===== config.mk =====
export PLATFORM = sky130hd
export DESIGN_NAME = capture_bus_writer
export DESIGN_NICKNAME = d
export VERILOG_FILES = /design/src/rtl/capture_bus_writer.sv
export SDC_FILE = /design/constraint.sdc
export NUM_CORES = 1
export LEC_CHECK = 0
export CORE_MARGIN = 2
export CORE_UTILIZATION = 42
export DETAILED_ROUTE_END_ITERATION = 6
export GPL_ROUTABILITY_DRIVEN = 1
export PLACE_DENSITY = 0.76
export SYNTH_ARGS = -nofsm -noshare
export SYNTH_HDL_FRONTEND = slang
export SYNTH_SLANG_ARGS = --single-unit

===== constraint.sdc =====
create_clock -name clk -period 2 [get_ports clk]
set_input_delay 0.3 -clock clk [delete_from_list [all_inputs] [get_ports clk]]
set_output_delay 0.3 -clock clk [all_outputs]
set_load 0.005 [all_outputs]

===== src/rtl/capture_bus_writer.sv =====
// Capture bus writer: takes a sample stream and writes it word by word into a bus-mapped window.
// Optional circular capture is enabled with the CAPTURE_WRAP_EN macro; by default capture stops after one full window.
module capture_bus_writer #(
    parameter logic [31:0] BASE    = 32'h0,
    parameter int          LOGSIZE = 16,
    parameter int          TIMEOUT = 15
) (
    input  logic               clk,
    input  logic               reset,
    input  logic               start,
    input  logic               sample_valid,
    input  logic [31:0]        sample_data,
    output logic               sample_ready,
    output logic [31:0]        bus_addr,
    output logic [31:0]        bus_wr_data,
    output logic [3:0]         bus_be,
    output logic               bus_we,
    output logic               bus_re,
    input  logic               bus_wr_ack,
    output logic [LOGSIZE-3:0] wr_ptr,
    output logic               busy,
    output logic               wrapped,
    output logic               done,
    output logic               err,
    output logic [2:0]         state_dbg
);

    localparam int PW = LOGSIZE - 2;
    localparam int TW = $clog2(TIMEOUT + 1);
    localparam logic [PW-1:0] PTR_MAX = '1;
    localparam logic [TW-1:0] TO_LAST = TW'(TIMEOUT - 1);

    typedef enum logic [2:0] {
        S_IDLE, S_ARMED, S_WRITE, S_ACK, S_DONE, S_ERR
    } state_t;

    state_t        state, state_next;
    logic [TW-1:0] tcnt;
    logic          ptr_last;
    logic          accept;
    logic          can_start;

    // Handshake: a sample transfers on a rising edge where sample_valid and
    // sample_ready are both high; upstream holds sample_data until then.
    assign sample_ready = (state == S_ARMED);
    assign accept       = sample_ready && sample_valid;
    assign can_start    = (state == S_IDLE) || (state == S_DONE) || (state == S_ERR);
    assign ptr_last     = (wr_ptr == PTR_MAX);

    assign bus_we    = (state == S_WRITE);
    assign bus_be    = (state == S_WRITE) ? 4'hF : 4'h0;
    assign bus_re    = 1'b0;
    assign busy      = (state == S_ARMED) || (state == S_WRITE) || (state == S_ACK);
    assign done      = (state == S_DONE);
    assign err       = (state == S_ERR);
    assign state_dbg = state;

    always_ff @(posedge clk) begin
        if (reset) begin
            state <= S_IDLE;
        end else begin
            state <= state_next;
        end
    end

    always_comb begin
        state_next = state;
        case (state)
            S_IDLE, S_DONE, S_ERR: begin
                if (start) state_next = S_ARMED;
            end
            S_ARMED: begin
                if (sample_valid) state_next = S_WRITE;
            end
            S_WRITE: state_next = S_ACK;
            S_ACK: begin
                if (bus_wr_ack) begin
`ifdef CAPTURE_WRAP_EN
                    state_next = S_ARMED;
`else
                    state_next = ptr_last ? S_DONE : S_ARMED;
`endif
                end else if (tcnt == TO_LAST) begin
                    state_next = S_ERR;
                end
            end
            default: state_next = S_IDLE;
        endcase
    end

    // Address and data are registered at acceptance so they stay stable through ACK.
    always_ff @(posedge clk) begin
        if (reset) begin
            bus_addr    <= '0;
            bus_wr_data <= '0;
            wr_ptr      <= '0;
            wrapped     <= 1'b0;
            tcnt        <= '0;
        end else begin
            if (can_start && start) begin
                wr_ptr  <= '0;
                wrapped <= 1'b0;
                tcnt    <= '0;
            end
            if (accept) begin
                bus_addr    <= BASE + 32'({wr_ptr, 2'b00});
                bus_wr_data <= sample_data;
            end
            if (state == S_WRITE) begin
                tcnt <= '0;
            end
            if (state == S_ACK) begin
                if (bus_wr_ack) begin
                    wr_ptr <= wr_ptr + 1'b1;
                    if (ptr_last) wrapped <= 1'b1;
                end else begin
                    tcnt <= tcnt + 1'b1;
                end
            end
        end
    end

endmodule

After elaboration in Yosys (flattened, before gate mapping)
Index checks and enable logic that the tools add are counted. W data, S select, Z words.

Muxes and demuxes: 18. Reductions and logical operators: 9. Eq/ne operators: 10. Add/sub/neg operators: 2.

Operators by type and width (number): $mux W14 (3); $mux W4 (5); $mux W3 (5); $add A14 B1 Y14 const B (1); $eq A14 B14 Y1 const B (1); $pmux W3 S4 (1); $eq A3 B2 Y1 const B (2); $eq A3 B3 Y1 const B (2); $add A4 B1 Y4 const B (1); $eq A4 B4 Y1 const B (1); $logic_or A1 B1 Y1 (4); $mux W1 (4); $ne A2 B2 Y1 const B (2); $eq A3 B1 Y1 const B (1); $logic_not A3 Y1 (1); $ne A3 B2 Y1 const B (1); $reduce_and A3 Y1 (1); $reduce_or A3 Y1 (1); $logic_and A1 B1 Y1 (2).

Output and inout port bits: 92. Register bits after elaboration: 68. Logic and storage cells: 45.

Longest topological paths before layout
Depth in word-level cells: 8. Depth in mapped cells: 6. Gate-level depth less buffers: 6.

Worst setup path after synthesis
No wires, ideal clock.

Path type: reg2reg. Start point: register wr_ptr[0]. End point: register wr_ptr[10]. Library setup time: 0.065 ns. Clock period less this slack: 1.536 ns. Arrival time: 1.471 ns. Buffers on the path: 0. Stages on the path, launching flop included: 6. Slack: 0.464 ns. Path through: dfxtp_1 > ha_1 > nand3_1 > nor4_1 > mux2_2 > nor2_1.

Longest elaborated chain between the ends: 3.

RTL lines: from (decl) (line 20) `output logic [LOGSIZE-3:0] wr_ptr,`; from (signal assigned) (line 114) `wr_ptr <= wr_ptr + 1'b1;`; $add A14 B1 Y14 (line 114); $mux W14 (line 113) `if (bus_wr_ack) begin`; $mux W14 (line 112) `if (state == S_ACK) begin`.

No other way between the ends. A chain may end at the register's enable or synchronous reset.

Worst setup path after layout
Start point: register state[2] (netlist: state_dbg[2]). End point: output port bus_be[3].

Longest elaborated chain between the ends: 2.

RTL lines: from (decl) (line 37) `state_t state, state_next;`; from (signal assigned) (line 62) `state <= state_next;`; $eq A3 B2 Y1 (line 51) `assign bus_be = (state == S_WRITE) ? 4'hF : 4'h0;`; $mux W4 (line 51); to (decl) (line 16) `output logic [3:0] bus_be,`.

No other way between the ends.

==> results.md <==
Outcome:
- The flow ran to the end, and the final reports show no timing, DRC or antenna violations.

STA:
- The worst clock skew on the final layout is 0.00778 ns.
- The setup TNS is 0 ns.
- After layout, the worst setup slack is 0.103 ns.
- The final worst-path cycle share is 0.948.
- The final setup violation count is 0.
- The final-report hold violation count is 0.
- The max-slew headroom at the worst pin is 0.634.
- The transition time of the tightest slew-check pin is 0.549 ns.
- The final critical-path required period is 1.90 ns.
- Setup repair after global routing left no endpoint under its margin.
- The final count of pins violating max slew is 0.
- For this run, the top clock speed supported by timing is 0.527 GHz.

Worst setup path:
- Of all nets on the critical path, the largest fanout is 7.
- STA puts the critical path data required time at 1.70 ns.
- The critical path data arrival time is 1.60 ns.
- The critical path starts at state_dbg[2].
- The beginning of the worst register-to-register path is wr_ptr[0].
- Walking the worst path, the cells encountered are nand2b_2 > nor2_4 > clkdlybuf4s50_1.
- The critical-path cell with the highest stage delay is clkdlybuf4s50_1.
- The endpoint class of the critical path is an output pin.
- The worst setup path is of the flip-flop to output pin kind.
- The worst setup path is launched from a flip-flop.
- The number of cells on the worst reg-to-reg path is 5.
- The worst stage delay on the critical path is 0.52 ns.

Floorplanning:
- The vertical die dimension is 88.0 um.
- The number of ports placed on the die boundary is 129.
- The core region is 0.00683 mm2.
- The cell row count is 30.
- The initial utilization of the core area, before any placement, comes to 0.434.
- The die covers 0.00775 mm2.
- The width of the die is 88.0 um.

Clock tree:
- CTS built an H-tree with a depth of 3.
- Counting the buffers created by CTS gives 9.
- In this run the deepest clock path goes through 2 buffers.
- The clock slew at the register clock pins of the worst setup and hold paths is 0.07 ns.
- The clock latency on the worst-skew pair is 0.33 ns.
- The CTS tree is built.
- The root buffer selected by CTS is clkbuf_8.
- Clock tree synthesis found a total of 68 sinks.
- The post-cts hold buffer count is 0.
- After clock tree synthesis, the setup repair step added 0 buffers.

Synth:
- After synthesis, the largest family of logic cells by area is simple AND/OR/NAND/NOR gates.
- The number of warning messages in the yosys log is 0.
- The instance count of the mapped netlist is 367.
- After synthesis, the mean cell area works out to 8.08 um2.
- Among all flip-flop cells after synthesis, the most frequent one is dfxtp_1.
- Ranked by instance count, the synthesized netlist is headed by 101 x nand2_1, 68 x dfxtp_1, 58 x a21oi_1.
- Ranked by total cell area, the synthesized netlist is headed by dfxtp_1 46%, nand2_1 13%, a21oi_1 9.8%, buf_4 6.3%, nor2_1 2.5%.
- The synthesized design contains 68 register bits.
- Of the post-synthesis cell area, the dominant cell type holds 0.459.
- The complex-gate fraction of the synthesized area is 0.149.
- Of the total synthesized cell area, the portion taken by full adders, half adders and majority gates is 0.0127.
- The multiplexer fraction of the synthesized cell area is 0.0110.
- The xor/xnor share of the synthesized area is 0.0118.
- In the synthesized netlist the async set-or-reset flop fraction comes to 0.
- The library cell occupying the most area in the post-synthesis netlist is dfxtp_1.
- After synthesis, the netlist uses 47 different library cells.
- The proportion of synthesized chip area in sequential cells is 0.459.
- The simple-gate portion of the synthesized area is 0.251.
- The netlist area before placement is 0.00297 mm2.
- The number of enable flip-flop cells after synthesis is 0.
- The leading cell type by number of instances after synthesis is nand2_1.

Finish:
- The final-stage net count is 511.
- In the final layout, the share of cells above drive strength 1 is 0.0840.
- The count of antenna diodes in the layout is 0.
- The post-synthesis to final-layout area growth is 43.2%.

Power and ir drop:
- In this run the power spent charging and discharging nets is 0.705 mW.
- Summed over all cells, the static leakage comes to 1.50 nW.
- The power per cell area is 679 mW/mm2.
- The fraction of power consumed by combinational cells is 0.137.
- Of the total power, the share spent switching nets is 0.245.
- The share of total power dissipated in the clock network is 0.368.
- Of the total power, registers draw 0.495.
- The largest vdd supply drop is 0.494 mV.
- The internal portion of the total power is 2.18 mW.

Route:
- The total wire length is 7470 um.
- For this block, the initial DRC count from the detailed router was 109.
- Before antenna repair, the detailed router went through 6 iterations.
- The final route contains 2808 vias.
- Dividing the detail-routed wire length by the instance count gives 13.1 um.
- After detailed routing, the number of remaining DRC violations is 0.
- The remaining antenna violation count after routing is 0.
- The via-per-instance ratio is 4.91.

Global routing:
- The first global-routing pass estimated 12000 um of wire.
- The total overflow left after global routing is 0.
- The overall routing resource usage is 0.194.
- The number of global-route vias before repair came to 2657.
- The number of antenna violations at the first check in global routing is 0.
- Entering global routing, the biggest net connects 47 pins.

Hold path:
- The launch point of the worst hold path is reset.
- The path class of the tightest hold or removal check is primary input to flip-flop.
- The worst hold path passes through 2 cells.

Place:
- The count of input and output buffers is 109.
- At the end of routability-driven placement, the weighted congestion stood at 0.818.
- At the placement stage, the worst setup path has a slack of 0.108 ns.
- Detailed placement ended at an HPWL of 5220 um.

Run:
- Max-cap violations in this run came to 0.
==> metal layers <==
metal  track usage  share of wire  wire length [um]  up-vias
met3        0.0452          0.061               452       10
met5             0              0                 0        -
met2         0.340           0.50              3700      103
met1         0.232           0.43              3230     1290
li1              -              -                 -     1405
met4        0.0730          0.012                86        0
==> layout make-up <==
type	count	area, um2
flip-flops and latches	68	1370
multi-input cells	269	1370
fillers	621	2580
clock buffers	11	131
repair buffers	120	1190
clock inverters	5	52.6
inverters	3	11.3
well taps	96	120
==> kinds of logic after synthesis <==
logic type	Yosys count
xor+xnor	4
fa+ha+maj	3
simple gates	163
flops	68
mux	3
compound gates	77
buf+inv	48
other cells	1
==> cells in the final DEF, fill, tap and decap left out, types with 2 or more instances in the layout <==
cell type / Yosys / routed
ha_1: 3 / 3
a21oi_1: 58 / 58
o311ai_0: 3 / 3
or4_1: 3 / 3
xor2_1: 2 / 2
clkdlybuf4s50_1: 0 / 108
nand4_1: 2 / 2
clkbuf_1: 7 / 2
buf_4: 25 / 9
nor2_1: 20 / 19
nand2_1: 101 / 101
xnor2_1: 2 / 2
nor4_1: 3 / 3
nand3_1: 7 / 7
dfxtp_1: 68 / 66
mux2_2: 2 / 2
nand2b_1: 6 / 5
buf_12: 0 / 2
a22oi_1: 2 / 2
and3_1: 2 / 2
or3_1: 3 / 3
inv_1: 3 / 3
clkinv_2: 0 / 3
o21ai_0: 3 / 3
clkbuf_8: 0 / 9
nor2b_1: 2 / 2
conb_1: 1 / 19
nor3_1: 5 / 5
==> path summary, 6_finish.rpt <==
kind	slack, ns	endpoint
min	0.44	wr_ptr[7]
max reg2reg	0.13	wr_ptr[10]
min reg2reg	0.45	bus_wr_data[12]
max	0.10	bus_be[3]
==> power groups by stage <==
stage,logic (mW),registers [mW],clock network (mW)
2_1_floorplan,0.214,1.45,0
5_1_grt,0.434,1.43,1.17
3_3_place_gp,0.387,1.45,0
3_5_place_dp,0.395,1.46,0
6_report,0.394,1.43,1.06
4_1_cts,0.397,1.43,1.09
==> worst max-delay path: cells and delay by family (launching register included) <==
kind	cells	cell delay, ns
buf+inv	1	0.52
flops	1	0.37
simple gates	2	0.38
==> metrics by stage <==
step	util	hold WS (ns)	cell area (um2)	total power, mW	instances
6_report	0.622	0.436	4250	2.88	572
5_1_grt	0.622	0.438	4250	3.04	572
4_1_cts	0.620	0.413	4240	2.92	572
3_5_place_dp	0.593	0.446	4050	1.85	556
3_3_place_gp	0.593	0.442	4050	1.84	556
2_1_floorplan	-	0.436	3030	1.66	385
==> sequential cells by signal, indices dropped and copies added (netlist names) <==
name,count
wr_ptr,14
bus_addr,14
tcnt,4
wrapped,1
bus_wr_data,32
state_dbg,3
==> timing repair <==
item | in CTS | in global routing
gates resized for setup | 3 | 3
pin swaps | 0 | 0
setup endpoints to repair | 6 | 5
Note: power is estimated with default switching activity, not from simulation.
